--- config.mk ---
export PLATFORM = sky130hd
export DESIGN_NAME = sevseg_scan_ctrl
export DESIGN_NICKNAME = d
export VERILOG_FILES = /design/src/rtl/sevseg_pkg.sv /design/src/rtl/sevseg_hex_decode.sv /design/src/rtl/sevseg_scan_ctrl.sv
export SDC_FILE = /design/constraint.sdc
export NUM_CORES = 1
export LEC_CHECK = 0
export CAP_MARGIN = 10
export CORE_ASPECT_RATIO = 1.25
export CORE_MARGIN = 1.5
export CORE_UTILIZATION = 35
export CTS_BUF_LIST = sky130_fd_sc_hd__clkbuf_8
export DETAILED_ROUTE_END_ITERATION = 7
export PLACE_DENSITY = 0.59
export SLEW_MARGIN = 30
export SYNTH_ARGS = -nofsm -noshare
export SYNTH_HDL_FRONTEND = slang
export SYNTH_SLANG_ARGS = --single-unit
--- constraint.sdc ---
create_clock -name clk -period 2.6 [get_ports clk]
set_clock_uncertainty 0.05 [all_clocks]
set_input_delay 0.52 -clock clk [delete_from_list [all_inputs] [get_ports clk]]
set_output_delay 0.52 -clock clk [all_outputs]
set_load 0.005 [all_outputs]
--- src/rtl/sevseg_pkg.sv ---
// Shared types and glyph table for the seven-segment scan controller.
// Patterns are active-high, bit 0 = segment a through bit 6 = segment g.
package sevseg_pkg;

  typedef logic [6:0] seg7_t;

  localparam seg7_t SEG_OFF_AH = 7'h00;

  localparam seg7_t HEX_PAT [16] = '{
    7'h3F, 7'h06, 7'h5B, 7'h4F,
    7'h66, 7'h6D, 7'h7D, 7'h07,
    7'h7F, 7'h6F, 7'h77, 7'h7C,
    7'h39, 7'h5E, 7'h79, 7'h71
  };

  function automatic seg7_t seg_pol(
    input seg7_t s,
    input bit    act_low
  );
    return act_low ? ~s : s;
  endfunction

endpackage

--- src/rtl/sevseg_hex_decode.sv ---
// Combinational hex nibble to active-high seven-segment pattern.
// One instance per display digit plus one for the scan path.
module sevseg_hex_decode
  import sevseg_pkg::*;
(
  input  logic [3:0] nib,
  output seg7_t      seg
);

  assign seg = HEX_PAT[nib];

endmodule

--- src/rtl/sevseg_scan_ctrl.sv ---
// N-digit hex seven-segment controller: frame-synchronous commit, parallel
// and scanned outputs, blanking; blink is compiled in with SEVSEG_BLINK_EN.
module sevseg_scan_ctrl
  import sevseg_pkg::*;
#(
  parameter int DIGITS         = 3,
  parameter int SCAN_DIV       = 50000,
  parameter int BLINK_DIV      = 12500000,
  parameter bit SEG_ACTIVE_LOW = 1'b1
) (
  input  logic                  clk,
  input  logic                  reset,
  input  logic                  load,
  input  logic [4*DIGITS-1:0]   value,
  input  logic [DIGITS-1:0]     blank_mask,
  input  logic                  lz_en,
`ifdef SEVSEG_BLINK_EN
  input  logic [DIGITS-1:0]     blink_mask,
`endif
  output logic                  ready,
  output logic [7*DIGITS-1:0]   seg_par,
  output logic [6:0]            seg_scan,
  output logic [DIGITS-1:0]     dig_en
);

  localparam int IW = (DIGITS > 1) ? $clog2(DIGITS) : 1;
  localparam int PW = $clog2(SCAN_DIV);

  localparam logic [IW-1:0] IDX_LAST = IW'(DIGITS - 1);
  localparam logic [PW-1:0] PRE_LAST = PW'(SCAN_DIV - 1);

  localparam seg7_t SEG_OFF = seg_pol(SEG_OFF_AH, SEG_ACTIVE_LOW);

  logic [PW-1:0]       pre;
  logic [IW-1:0]       idx;
  logic                pre_tc;
  logic                wrap;

  logic [4*DIGITS-1:0] committed;
  logic [4*DIGITS-1:0] pending_val;
  logic                pending;

  logic [DIGITS-1:0]   lz_dark;
  logic [DIGITS-1:0]   blink_dark;
  logic [DIGITS-1:0]   dark;

  logic [7*DIGITS-1:0] par_next;
  logic [3:0]          scan_nib;
  seg7_t               scan_pat;
  seg7_t               scan_next;
  logic [DIGITS-1:0]   dig_next;

  assign pre_tc = (pre == PRE_LAST);
  assign wrap   = pre_tc && (idx == IDX_LAST);

  always_ff @(posedge clk or negedge reset) begin
    if (!reset) begin
      pre <= '0;
      idx <= '0;
    end else if (pre_tc) begin
      pre <= '0;
      idx <= (idx == IDX_LAST) ? '0 : idx + 1'b1;
    end else begin
      pre <= pre + 1'b1;
    end
  end

  // Old pending_val commits on the wrap even if a new load lands there.
  always_ff @(posedge clk or negedge reset) begin
    if (!reset) begin
      committed   <= '0;
      pending_val <= '0;
      pending     <= 1'b0;
    end else begin
      if (wrap && pending) begin
        committed <= pending_val;
      end
      if (load) begin
        pending_val <= value;
        pending     <= 1'b1;
      end else if (wrap) begin
        pending     <= 1'b0;
      end
    end
  end

  assign ready = ~pending;

`ifdef SEVSEG_BLINK_EN
  localparam int BW = $clog2(BLINK_DIV);

  logic [BW-1:0] blink_cnt;
  logic          blink_on;

  always_ff @(posedge clk or negedge reset) begin
    if (!reset) begin
      blink_cnt <= '0;
      blink_on  <= 1'b1;
    end else if (blink_cnt == BW'(BLINK_DIV - 1)) begin
      blink_cnt <= '0;
      blink_on  <= ~blink_on;
    end else begin
      blink_cnt <= blink_cnt + 1'b1;
    end
  end

  assign blink_dark = blink_on ? '0 : blink_mask;
`else
  logic unused_blink_div;

  assign unused_blink_div = (BLINK_DIV > 1);
  assign blink_dark       = '0;
`endif

  // Walk down from the top digit tracking "everything at or above is 0".
  always_comb begin
    logic z;
    z       = 1'b1;
    lz_dark = '0;
    for (int d = DIGITS - 1; d >= 0; d--) begin
      z          = z & (committed[4*d +: 4] == 4'h0);
      lz_dark[d] = z & lz_en;
    end
    lz_dark[0] = 1'b0;
  end

  assign dark = blank_mask | lz_dark | blink_dark;

  for (genvar g = 0; g < DIGITS; g++) begin : g_dig
    seg7_t pat;

    sevseg_hex_decode u_dec (
      .nib (committed[4*g +: 4]),
      .seg (pat)
    );

    assign par_next[7*g +: 7] =
      seg_pol(dark[g] ? SEG_OFF_AH : pat, SEG_ACTIVE_LOW);
  end

  assign scan_nib = committed[4*idx +: 4];

  sevseg_hex_decode u_scan_dec (
    .nib (scan_nib),
    .seg (scan_pat)
  );

  assign scan_next =
    seg_pol(dark[idx] ? SEG_OFF_AH : scan_pat, SEG_ACTIVE_LOW);
  assign dig_next  = DIGITS'(1) << idx;

  always_ff @(posedge clk or negedge reset) begin
    if (!reset) begin
      seg_par  <= {DIGITS{SEG_OFF}};
      seg_scan <= SEG_OFF;
      dig_en   <= '0;
    end else begin
      seg_par  <= par_next;
      seg_scan <= scan_next;
      dig_en   <= dig_next;
    end
  end

endmodule
==> results of run 1 <==
-- report_power, final --
part,switching (mW),internal (mW)
sequential,0.0185,1.20
combinational,0.0580,0.0870
clock,0.439,0.538
-- state kept, by name, summed over array words and instances, names as in the netlist --
signal / cells
committed: 12
dig_en: 3
idx: 2
pending: 1
pending_val: 12
pre: 16
seg_par: 21
seg_scan: 7
-- path summary, 6_finish.rpt --
kind	startpoint	to	slack [ns]	depth (start not counted)
max	idx[0]	seg_scan[5]	0.30	7
min	reset	dig_en[1]	0.09	1
max reg2reg	idx[0]	seg_scan[5]	0.30	7
min reg2reg	pre[0]	pre[0]	0.43	1
max in group asynchronous	reset	seg_par[2]	1.72	2
min in group clk	pre[0]	pre[0]	0.43	1
-- layer usage --
layer	vias to the layer above	GRT usage, %
met1	1288	18.4
met5	-	0
met3	13	3.38
met4	0	6.96
li1	1327	-
met2	57	23.1
-- logic make-up after synthesis --
kind of cell	after synthesis	synth area share, %
buf+inv	39	4.68
fa+ha+maj	25	7.90
simple gates	94	12.8
compound gates	63	12.2
xor+xnor	14	3.10
flops	74	47.7
mux	38	11.6
-- per-stage QoR --
step                power, mW  cell area (µm²)  hold WS (ns)  setup slack [ns]  cells
floorplan                1.28             3960         0.174             0.601    347
global placement         1.39             4580         0.417             0.333    519
detailed placement       1.39             4580         0.421             0.281    519
CTS                      2.39             4800        0.0906             0.286    535
global route             2.44             4800         0.115            0.0636    535
finish                   2.34             4800        0.0883             0.299    535
-- placed cells by master, fill, tap and decap left out, types with 2 or more instances in the layout --
| master | n |
|---|---|
| a211o_1 | 3 |
| a211oi_1 | 5 |
| a21oi_1 | 9 |
| a221o_1 | 4 |
| a311o_1 | 2 |
| a31oi_1 | 2 |
| and2_1 | 2 |
| and3b_1 | 2 |
| and4_1 | 4 |
| buf_4 | 7 |
| bufinv_16 | 2 |
| clkbuf_8 | 9 |
| clkdlybuf4s50_1 | 49 |
| clkinvlp_4 | 3 |
| dfrtp_1 | 46 |
| dfstp_2 | 28 |
| ha_1 | 25 |
| inv_1 | 19 |
| mux2_2 | 19 |
| mux2_4 | 11 |
| mux2i_1 | 8 |
| nand2_1 | 22 |
| nand2b_1 | 7 |
| nand3_1 | 11 |
| nand4_1 | 4 |
| nor2_1 | 21 |
| nor2b_1 | 8 |
| nor3_1 | 2 |
| o211ai_1 | 14 |
| o21a_1 | 5 |
| o21ai_0 | 7 |
| o311ai_0 | 2 |
| or2_2 | 3 |
| or3_1 | 2 |
| xnor2_1 | 4 |
| xor2_1 | 10 |
-- final cells by class --
| cell class | instances | area (µm²) | area share, % |
|---|---|---|---|
| timing repair buffer | 58 | 568 | 11.8 |
| multi-input combinational | 234 | 1890 | 39.3 |
| tap | 135 | 169 | 3.52 |
| inverter | 18 | 67.6 | 1.41 |
| sequential | 74 | 1890 | 39.3 |
| clock inverter | 7 | 95.1 | 1.98 |
| clock buffer | 9 | 124 | 2.58 |
==> reports/metrics.cfg, run 1 <==
[detailed_routing]
routed-wl-met3_um = 267
top_layer = met4
drc = 0
drtPass1Iterations = 4
drtIter0Drc = 82
avgRoutedWirePerCell_um = 14.9
drt_wl_total_um = 7990
met1Wirelength_um = 3690
vias = 2685
wl_met2_um = 3860
vias_per_cell = 5.02
detail-route-antenna-nets = 0

[synthesis]
synthCells = 347
yosysMostFrequentCell = dfrtp_1
ys.warnings.count = 0
synth_seq_cells = 74
mappedNetlistArea_um2 = 3960
synthFlopType = dfrtp_1
synthTopCellsByCount = dfrtp_1, dfstp_2, ha_1
async_flop_share_pct = 100
synth_top_area_share_pct = 29.1
synth_nets = 391
synth_cell_types = 53
post-synth-top-area-cell = dfrtp_1
synth_area_leaders = dfrtp_1, dfstp_2, ha_1
synth_edf_count = 0
seq_area_frac_synth_pct = 47.7
synth.avg_cell_area_um2 = 11.4

[place]
hpwl_um = 5870
routabilityCongestion = 0.830
portBuffers = 50

[cts]
cts_buffer_depth = 2
cts_made_buffers = 9
ctsHoldBuffers = 0
cts_tree = built
insertion_delay_ns = 0.36
clockRootBuffer = clkbuf_8
htreeDepth = 3
clock-sinks = 74
postCtsSetupBuffers = 0
path_clk_slew_ns = 0.08
ctsResizeCount = 0

[critical_path]
path_buf_inv = 2
slowest_delay_ns = 0.60
cp_common_cell = inv_1
cp_max_fo = 11
crit_required_ns = 2.83
crit_arrival_ns = 2.53
crit_chain = mux2_2, a22oi_2, inv_1, ha_1, inv_1, mux2i_1, a221o_1
start_kind = register
crit_family = compound AO/OA/AOI/OAI gates
worstSetupEndpointType = register
crit_slowest_cell = dfrtp_1
worstSetupPathType = reg2reg

[pwr]
ir_drop_mv = 0.282
p_per_area_nw_per_um2 = 488
leakagePower_nw = 2.01

[die]
ioPinCount = 51
die_height_um = 122
start_util_pct = 35.7
rows = 43
dieArea_um2 = 12000
core_region_area_um2 = 11100
die_w_um = 98.1

[timing]
finalCriticalPeriod_ns = 2.30
setup_violations = 0
tns_ns = 0
relSlewSlack_pct = 63.8
grt_setup_unrepaired = false
max_freq_ghz = 0.435
finalHoldViolCount = 0
period_share_pct = 88.5
drv_slew = 0
tightest_slew_ns = 0.541

[cells_and_area]
drive_above_1_share_pct = 23.5
num_antenna_cells = 0
nNetsFinal = 439
fill_cells = 1093
area_growth_pct = 21.2
utilization_pct = 43.3

[global_routing]
grt_max_degree = 54
grt_pass1_vias = 2713
grt_pass1_wl_um = 13400
grt_util_all_layers_pct = 14.4
antenna_found_initial = 0
grt-ovfl-total = 0

[min_path]
hp-class = in2async

[run_status]
outcome = finished clean

[flow_run]
drv_cap = 0

(Power assumes the default switching activity.)
==> run 2: changes to the inputs <==
--- a/config.mk
+++ b/config.mk
@@ -5,6 +5,7 @@
 export SDC_FILE = /design/constraint.sdc
 export NUM_CORES = 1
 export LEC_CHECK = 0
+export ABC_CLOCK_PERIOD_IN_PS = 2600
 export CAP_MARGIN = 10
 export CORE_ASPECT_RATIO = 1.25
 export CORE_MARGIN = 1.5
==> results of run 2 <==
No change in the layout: final DEF, timing and power equal those of run 1.
